--- src/rtl/lsram_fifo_ctrl.sv ---
// lsram_fifo_ctrl: FWFT FIFO controller for a two-port LSRAM, with a 2-entry
// output buffer that hides the RAM's 1-cycle read latency.
module lsram_fifo_ctrl #(
  parameter int DATA_WIDTH    = 40,
  parameter int ADDR_WIDTH    = 10,
  parameter int AFULL_THRESH  = 1000,
  parameter int AEMPTY_THRESH = 8
) (
  input  logic                  CLK,
  input  logic                  RESET,
  input  logic                  WE,
  input  logic [DATA_WIDTH-1:0] DATA,
  input  logic                  RE,
  output logic [DATA_WIDTH-1:0] Q,
  output logic                  FULL,
  output logic                  EMPTY,
  output logic                  AFULL,
  output logic                  AEMPTY,
  output logic [ADDR_WIDTH+1:0] COUNT,
  output logic                  OVERFLOW,
  output logic                  UNDERFLOW,
  output logic [ADDR_WIDTH-1:0] RAM_W_ADDR,
  output logic [DATA_WIDTH-1:0] RAM_W_DATA,
  output logic                  RAM_W_EN,
  output logic [ADDR_WIDTH-1:0] RAM_R_ADDR,
  output logic                  RAM_R_EN,
  input  logic [DATA_WIDTH-1:0] RAM_R_DATA
);
  localparam logic [ADDR_WIDTH:0]   LP_DEPTH  = {1'b1, {ADDR_WIDTH{1'b0}}};
  localparam logic [ADDR_WIDTH:0]   LP_ONE    = (ADDR_WIDTH+1)'(1);
  localparam logic [ADDR_WIDTH+1:0] LP_AFULL  = (ADDR_WIDTH+2)'(AFULL_THRESH);
  localparam logic [ADDR_WIDTH+1:0] LP_AEMPTY = (ADDR_WIDTH+2)'(AEMPTY_THRESH);
  logic [ADDR_WIDTH:0]   r_wr_ptr, r_rd_ptr, w_ram_words;
  logic                  r_pend, r_ovf, r_unf;
  logic [1:0]            r_ocnt;
  logic [DATA_WIDTH-1:0] r_q0, r_q1;
  logic                  w_push, w_pop, w_ren, w_wpos;
  logic [2:0]            w_occ;
  always_comb begin
    w_ram_words = r_wr_ptr - r_rd_ptr;
    FULL        = w_ram_words == LP_DEPTH;
    EMPTY       = r_ocnt == 2'd0;
    w_push      = WE & ~FULL & ~RESET;
    w_pop       = RE & ~EMPTY;
    w_occ       = {1'b0, r_ocnt} + {2'b0, r_pend};
    w_ren       = ~RESET & (w_ram_words != '0) & (w_occ < 3'd2 + {2'b0, w_pop});
    // ocnt + pend never exceeds 2, so a capture always lands in slot 0 or 1
    w_wpos      = r_ocnt[0] & ~w_pop;
    COUNT       = {1'b0, w_ram_words} + {{(ADDR_WIDTH+1){1'b0}}, r_pend} + {{ADDR_WIDTH{1'b0}}, r_ocnt};
    AFULL       = COUNT >= LP_AFULL;
    AEMPTY      = COUNT <= LP_AEMPTY;
    Q           = r_q0;
    OVERFLOW    = r_ovf;
    UNDERFLOW   = r_unf;
    RAM_W_EN    = w_push;
    RAM_W_ADDR  = r_wr_ptr[ADDR_WIDTH-1:0];
    RAM_W_DATA  = DATA;
    RAM_R_EN    = w_ren;
    RAM_R_ADDR  = r_rd_ptr[ADDR_WIDTH-1:0];
  end
  always_ff @(posedge CLK) begin
    if (RESET) begin
      r_wr_ptr <= '0;
      r_rd_ptr <= '0;
      r_pend   <= 1'b0;
      r_ocnt   <= 2'd0;
      r_ovf    <= 1'b0;
      r_unf    <= 1'b0;
    end else begin
      if (w_push) r_wr_ptr <= r_wr_ptr + LP_ONE;
      if (w_ren) r_rd_ptr <= r_rd_ptr + LP_ONE;
      r_pend <= w_ren;
      r_ocnt <= r_ocnt + {1'b0, r_pend} - {1'b0, w_pop};
      r_ovf  <= WE & FULL;
      r_unf  <= RE & EMPTY;
    end
  end
  always_ff @(posedge CLK) begin
    if (w_pop) r_q0 <= r_q1;
    if (r_pend) begin
      if (w_wpos) r_q1 <= RAM_R_DATA;
      else r_q0 <= RAM_R_DATA;
    end
  end
endmodule
--- config.mk ---
export PLATFORM = sky130hd
export DESIGN_NAME = lsram_fifo_ctrl
export DESIGN_NICKNAME = d
export VERILOG_FILES = /design/src/rtl/lsram_fifo_ctrl.sv
export SDC_FILE = /design/constraint.sdc
export NUM_CORES = 1
export LEC_CHECK = 0
export ABC_AREA = 1
export CORE_ASPECT_RATIO = 2
export CORE_MARGIN = 2
export CORE_UTILIZATION = 33
export DETAILED_ROUTE_END_ITERATION = 12
export PLACE_DENSITY = 0.6
export SLEW_MARGIN = 20
export SYNTH_ARGS = -nofsm -noshare
export SYNTH_HDL_FRONTEND = slang
export SYNTH_SLANG_ARGS = --single-unit
--- constraint.sdc ---
create_clock -name CLK -period 7.05 [get_ports CLK]
set_input_delay 2.115 -clock CLK [delete_from_list [all_inputs] [get_ports CLK]]
set_output_delay 2.115 -clock CLK [all_outputs]
set_load 0.005 [all_outputs]
== Yosys cells after proc, flatten, opt, wreduce, memory -nomap -nowiden ==
Index checks and enable logic that the tools add are counted.

* Add/sub/neg operators: 9
* Bitwise gates (word level): 12
* Reduce and logical (&&, ||, !) cells: 3
* Mux-type cells: 3
* Order comparisons: 3
* Equal/unequal tests: 1

{| class="wikitable"
|+ Operators with widths
! operator !! number
|-
| two-way mux 40 bit || 3
|-
| adder 11 x 1 -> 11 bit, second input constant || 2
|-
| adder 11 x 1 -> 12 bit || 1
|-
| adder 12 x 2 -> 12 bit || 1
|-
| greater-or-equal comparator 12 x 10 -> 1 bit, second input constant || 1
|-
| less-or-equal comparator 12 x 4 -> 1 bit, second input constant || 1
|-
| equality test 11 bit, second input constant || 1
|-
| nonzero test 11 bit || 1
|-
| subtractor 11 bit || 1
|-
| bitwise AND 1 bit || 8
|-
| inverter 1 bit || 4
|-
| adder 2 x 1 -> 3 bit || 1
|-
| adder 2 x 1 -> 3 bit, first input constant || 1
|-
| less-than comparator 3 bit || 1
|-
| adder 2 x 1 -> 2 bit || 1
|-
| zero test 2 bit || 1
|-
| AND reduction 2 bit || 1
|-
| subtractor 2 x 1 -> 2 bit || 1
|}

* Bits in registers: 107
* Logic and storage cells: 39
* Output and inout bits: 120
* Input port bits: 84

== Depth between registers and ports, before layout ==
Gate-level depths: netlist of run 1.

* Depth in word-level cells: 7
* Mapped depth: 18
* Gate-level depth less buffers: 18

== Worst setup path after synthesis of run 1 ==
No wires, ideal clock.

* Path kind: input port to output port
* From: input port RE
* To: output port RAM_R_EN
* Path slack: 2.026 ns
* Data required time: 4.935 ns
* Cell stages on the path: 7
* Arrival: 2.909 ns
* Buffers on the path: 0
* Cells stage by stage: inv_1 nor2_2 inv_2 o21ai_1 nor3b_2 nand2_2 inv_1

* Longest elaborated chain between the ends: 4

{| class="wikitable"
|+ RTL lines
! item !! RTL line !! text
|-
| start, declared || 13 || <nowiki>input logic RE,</nowiki>
|-
| bitwise AND 1 bit || 44 || <nowiki>w_pop = RE & ~EMPTY;</nowiki>
|-
| adder 2 x 1 -> 3 bit || 46 || <nowiki>w_ren = ~RESET & (w_ram_words != '0) & (w_occ < 3'd2 + {2'b0, w_pop});</nowiki>
|-
| less-than comparator 3 bit || 46 ||
|-
| bitwise AND 1 bit || 46 ||
|-
| end, declared || 26 || <nowiki>output logic RAM_R_EN,</nowiki>
|}

No other way between the ends.

== Worst setup path in the final report of run 1 ==
Same ends and word-level chain as after synthesis.

==> summary.md, run 1 <==
| Metric | Value |
|---|---|
| Status | complete, no violations |
| CTS Hold Bufs | 0 |
| TNS Setup | 0 ps |
| Crit path max-delay family | buffers and inverters |
| Num CTS Buffers | 9 |
| FF-to-FF End | r_rd_ptr[0] |
| Fin crit period | roughly 6200 ps |
| Syn-to-layout area delta | 21.7% |
| Area contributors post-synth | dfxtp_1 23%, edfxtp_1 20%, nand2_1 12% |
| Fmax | 161 MHz |
| Worst path buffer plus inverter count | 6 |
| Via count | between 4000 and 5000 |
| Max stage delay on crit path | 530 ps |
| Core area | between 15000 and 20000 um^2 |
| Die X | slightly below 100 um |
| First-pass GRT wire length | roughly 24000 um |
| Pwr dens | between 300 and 400 nW/um^2 |
| FF-to-FF Start | r_wr_ptr[0] |
| Antenna violations before repair | 0 |
| RSZ-0062 raised after global routing | no |
| Max rail drop VDD | approximately 0.00027 V |
| Drt pass-1 iters | 4 |
| Gate Count Post-Synth | between 700 and 800 |
| Fin crit share | 0.882 |
| Clk root buf | clkbuf_16 |
| R2R cell count | 16 |
| Final ANT Viol Nets | 0 |
| Design area | roughly 7000 um^2 |
| Worst-path clk slew | 70 ps |
| Die H | roughly 190 um |
| Final net count | 900 |
| Worst hold endpoint | Q[5] |
| P_leak | roughly 3 nW |
| Final cell count without fillers | 1013 |
| Worst hold path type | reg -> reg |
| Cell taking the most area after synthesis | dfxtp_1 |
| Synthesized area per cell | approximately 8.0 um^2 |
| Total GRT Usage | 0.153 |
| Clk_skew | 6.60 ps |
| Row count | ~70 |
| Post-synth EDFFs | 40 |
| Post-CTS Resized | 0 |
| Final Wtd Congestion | roughly 0.84 |
| Initial Utilization | 0.334 |
| Clk_lat worst skew | about 340 ps |
| CP Capture Type | output pin |
| Most frequent cells after synthesis | 186 x nand2_1, 73 x nor2_1, 67 x dfxtp_1 |
| Die Footprint | approximately 19000 um^2 |
| Synth top area share | 0.227 |
| Slew Viols, Final | 0 |
| Worst setup margin | between 800 and 900 ps |
| Yosys cell types | 34 |
| Count leader, synth | nand2_1 |
| Pre-CTS setup slack | 841 ps |
| Routed len/inst | between 10 and 15 um |
| Worst hold path stage count | 2 |
| Crit path launch type | input port |
| Yosys reg bits | 107 |
| H-tree Lvls | 3 |
| Number of max-cap violations | 0 |
| Flop-to-flop setup slack | between 4000 and 5000 ps |
| Kind of critical path | in -> out |
| CTS tree | done |
| CP Launch Point | RE |
| Worst-path maximum fanout | 12 |
| Post-DP Area | approximately 7000 um^2 |
| # DRC | 0 |
| Slew Limit Headroom | 0.462 |
| Largest net degree at the start of global routing | 60 |
| Vias in the first global route | approximately 4800 |
| Syn Std Cell Area | between 5000 and 6000 um^2 |
| Gr ovfl total | 0 |
| Worst path arrival time | about 4100 ps |
| Main synth FF type | dfxtp_1 |
| Fin. Hold Viols | 0 |
| Dpl hpwl | about 11000 um |
| Worst-margin pin slew | around 800 ps |
| Placed insts | about 1000 |
| Via/cell ratio | a little under 5 |
| IO Pins | slightly above 200 |
| Sequential area share after synthesis | 0.430 |
| CP max stage cell | clkdlybuf4s50_1 |
| 1st-iter DRT viols | roughly 230 |
| Async SR Flop Fraction | 0 |
| Post-CTS Setup Inserts | 0 |
| HP Start | Q[5] |
| Cells along the critical path | clkdlybuf4s50_1, inv_1, nor2_4, inv_2, o21ai_1, nor3b_2, buf_4, nand2_2, inv_1, clkdlybuf4s50_1 |
| Clock sinks | about 110 |
| Layout cells sized above 1 | 0.0813 |
| Final WL | around 15000 um |
| Synthesized Nets | between 800 and 900 |
| # diodes | 0 |
| Final setup vio count | 0 |
| CTS max path bufs | 2 |
| Worst path required time | around 4900 ps |
| Synth Warn # | 0 |
| Input/output buffers | 123 |
[per-layer routing]
layer / GRT usage / vias to the layer above / part of all wire
met5: 0 / - / 0
met4: 0.0614 / 0 / 0.024
met3: 0.0314 / 25 / 0.056
met2: 0.292 / 130 / 0.54
met1: 0.159 / 2269 / 0.38
li1: - / 2479 / -
[flip-flops by register name, summed over array words and instances, names as in the netlist]
signal,count
r_q1,40
Q,40
r_pend,1
r_rd_ptr,11
r_wr_ptr,11
OVERFLOW,1
r_ocnt,2
UNDERFLOW,1
[metrics by stage]
stage	util	power (W)	hold WS, ps
2_1_floorplan	-	0.00165	452
4_1_cts	0.407	0.00274	476
6_report	0.407	0.00269	471
3_5_place_dp	0.390	0.00223	464
5_1_grt	0.407	0.00292	490
3_3_place_gp	0.390	0.00222	458
[worst reg2reg max path, cell delays in order (launching register included)]
cell,delay [ps]
dfxtp_1,460
inv_1,120
ha_1,210
inv_1,140
fa_1,450
inv_1,110
nand2_1,60
a21oi_1,130
nand3_1,120
nor2_2,140
nand3_4,110
nor2_8,120
nand3_4,170
nand2_2,230
inv_1,100
nor2_1,110
nor2_1,50
[how the worst max path moves through the flow]
stage | end | slack, ps | cells after the start
floorplan | RAM_R_EN | 2030 | 7
global placement | RAM_R_EN | 830 | 10
detailed placement | RAM_R_EN | 840 | 10
CTS | RAM_R_EN | 820 | 10
global route | RAM_R_EN | 650 | 10
finish | RAM_R_EN | 830 | 10
[layout make-up]
cell class | instances | area, um^2
Fill cell | 1822 | 10500
Tap cell | 213 | 267
Clock buffer | 10 | 229
Multi-Input combinational cell | 483 | 2580
Inverter | 65 | 244
Clock inverter | 6 | 63.8
Sequential cell | 107 | 2540
Timing Repair Buffer | 129 | 1280
[cell families after synthesis]
group,after synthesis,share of synthesized area
AO/OA/AOI/OAI,71,0.0719
XOR/XNOR,20,0.0296
adder cells (fa/ha/maj),21,0.0482
buffers and inverters,148,0.137
flip-flops,107,0.430
AND/OR/NAND/NOR,371,0.284
[report_power, final]
| part | switching (W) | internal (W) | leakage, nW |
|---|---|---|---|
| clock | 0.000221 | 0.000276 | 0.139 |
| combinational | 0.000663 | 0.000606 | 1.94 |
| sequential | 0.000102 | 0.000824 | 0.921 |
| total | 0.000986 | 0.00171 | 3.00 |
[layout by cell type (no fill, tap or decap), types with 9 or more instances in the layout]
master,instances
a21oi_1,22
a31oi_1,40
clkbuf_16,9
clkdlybuf4s50_1,123
dfxtp_1,67
edfxtp_1,40
ha_1,18
inv_1,59
nand2_1,185
nand2_2,14
nand3_1,55
nand4_1,10
nor2_1,73
xor2_1,16
(Power assumes the default switching activity.)
==> run 2, diff against run 1 <==
CORE_ASPECT_RATIO = not set   (was 2)
==> run 2 against run 1 <==
  * Final cell count is 1.3% higher
  * Design area is 0.43% higher
  * Worst hold slack better by 1.6 ps
  * Global-route usage is 0.36 points lower
  * Sequential power is 0.6% lower
  * Register-to-register slack worse by 60 ps
  * Clock-buffer cell count is 1 lower
  * Fmax is 1.3% higher
  * Routed wire length is 5.8% lower
  * Total power is 1.0% higher
  * Critical path depth is 5 lower
==> summary.md, run 2 (synthesis results as in run 1) <==
| Metric | Value |
|---|---|
| Gr ovfl total | 0 (unchanged) |
| Syn-to-layout area delta | 22.2% |
| CTS tree | done |
| Clk_lat worst skew | 360 ps (+20 ps) |
| Slew Limit Headroom | 0.390 (-0.0722) |
| Die Footprint | 19000 um^2 (-0.34%) |
| Tot Pwr | 0.00272 W (+1.0%) |
| CTS Hold Bufs | 0 (unchanged) |
| Worst hold path type | reg -> reg |
| Final ANT Viol Nets | 0 (unchanged) |
| Final Wtd Congestion | 0.827 (-1.9%) |
| Proportion of power drawn by the clock network | 0.192 (+0.007) |
| Max rail drop VDD | 0.000198 V (-26%) |
| Post-CTS Resized | 0 (unchanged) |
| Most used cell along the critical path | clkdlybuf4s50_1 |
| 1st-iter DRT viols | 243 (+7.0%) |
| Routed len/inst | 13.6 um (-7.0%) |
| Clock sinks | 107 (unchanged) |
| Fmax | 163 MHz (+1.3%) |
| First-pass GRT wire length | 22200 um (-7.2%) |
| Crit path launch type | input port |
| Fin crit period | 6130 ps (-82.3 ps) |
| Largest net degree at the start of global routing | 50 (-17%) |
| Most frequent cells in the layout | 185 x nand2_1, 123 x clkdlybuf4s50_1, 73 x nor2_1 |
| Vias in the first global route | 4456 (-7.1%) |
| Input/output buffers | 123 (unchanged) |
| P_sw | 0.00103 W (+4.9%) |
| Max stage delay on crit path | 660 ps (+130 ps) |
| Post-CTS Setup Inserts | 0 (unchanged) |
| Most common cell after layout, fill and taps aside | nand2_1 |
| Number of max-cap violations | 0 (unchanged) |
| Cells along the critical path | clkdlybuf4s50_1, nor2_2, nand2_4, inv_2, clkdlybuf4s50_1 |
| Filler cells | 1753 (-3.8%) |
| CP max stage cell | clkdlybuf4s50_1 |
| Clk_skew | 12.4 ps (+5.77 ps) |
| Drt pass-1 iters | 5 (+1) |
| Clk root buf | clkbuf_16 |
| Crit path max-delay family | buffers and inverters |
| Worst-path maximum fanout | 12 (unchanged) |
| Final setup vio count | 0 (unchanged) |
| CTS max path bufs | 2 (unchanged) |
| Final net count | 900 (unchanged) |
| Min Hold Slack | 473 ps (+1.59 ps) |
| Fin. Hold Viols | 0 (unchanged) |
| Final cell count without fillers | 1026 (+1.3%) |
| Final WL | 14000 um (-5.8%) |
| Initial Utilization | 0.340 (+0.00541) |
| Sw Share | 0.380 (+0.0141) |
| Core area | 17400 um^2 (-1.6%) |
| Via count | 4844 (-1.2%) |
| Antenna violations before repair | 1 (+1) |
| Num CTS Buffers | 9 (unchanged) |
| Worst path required time | 4930 ps (about the same) |
| Die H | 138 um (-29%) |
| Row count | 48 (-30%) |
| Pwr dens | 376 nW/um^2 (+0.61%) |
| IO Pins | 204 (unchanged) |
| Worst-path clk slew | 80 ps (about the same) |
| Sequential power share | 0.338 (-0.006) |
| Worst-margin pin slew | 911 ps (+106 ps) |
| Placed insts | 1009 (+1.2%) |
| Fin crit share | 0.870 (-0.0117) |
| Gate power share | 0.470 (about the same) |
| CP Capture Type | output pin |
| Status | complete, no violations |
| Die X | 138 um (+40%) |
| Total GRT Usage | 0.150 (-0.00363) |
| TNS Setup | 0 ps (unchanged) |
| RSZ-0062 raised after global routing | no |
| Worst path buffer plus inverter count | 3 (-3) |
| P_leak | 3.01 nW (+0.32%) |
| Via/cell ratio | 4.72 (-2.5%) |
| Kind of critical path | in -> out |
| Dpl hpwl | 10100 um (-10%) |
| Worst path arrival time | 4020 ps (-80 ps) |
| Slew Viols, Final | 0 (unchanged) |
| # DRC | 0 (unchanged) |
| Internal power | 0.00168 W (-1.2%) |
| Layout cells sized above 1 | 0.0825 (+0.00125) |
| H-tree Lvls | 3 (unchanged) |
## run 2: tightest hold or removal path, cell delays in order (launching register included)
cell,delay [ps]
dfxtp_1,310
nand2_1,60
a31oi_1,60
## run 2: power by group through the flow
stage / logic (W) / registers, W / clock network [W]
floorplan: 0.000723 / 0.000929 / 0
global placement: 0.00128 / 0.000931 / 0
detailed placement: 0.00129 / 0.000931 / 0
CTS: 0.00130 / 0.000921 / 0.000538
global route: 0.00143 / 0.000941 / 0.000564
finish: 0.00128 / 0.000920 / 0.000521
## run 2: final cells by class
type / instances / area, um^2 / area share
antenna: 1 / 2.50 / 0.000346
clock buffer: 9 / 225 / 0.0311
clock inverter: 7 / 91.3 / 0.0126
inverter: 65 / 244 / 0.0337
multi-input combinational: 483 / 2570 / 0.355
sequential: 107 / 2540 / 0.351
tap: 225 / 282 / 0.0389
timing repair buffer: 129 / 1280 / 0.176
## run 2: worst paths after layout
| path | start | end | slack (ps) | cells past startpoint |
|---|---|---|---|---|
| hold reg to reg | Q[13] | Q[13] | 470 | 2 |
| setup / recovery | RESET | RAM_W_EN | 920 | 5 |
| setup reg to reg | r_wr_ptr[0] | r_rd_ptr[1] | 4070 | 16 |
| hold / removal | Q[13] | Q[13] | 470 | 2 |
## run 2: per-stage QoR
stage                     worst slack (ps)   util  cell area [um^2]
after floorplan                       2030      -              5920
after global placement                 911  0.397              6910
after detailed placement               912  0.397              6910
after CTS                              906  0.415              7230
after global routing                   776  0.415              7230
final                                  916  0.415              7230
## run 2: layer usage
metal  global-route usage  up-vias  part of all wire
met1                0.196     2201              0.47
met2                0.226      142              0.44
met3               0.0541       15             0.079
met5                    0        -                 0
li1                     -     2486                 -
met4               0.0573        0             0.015
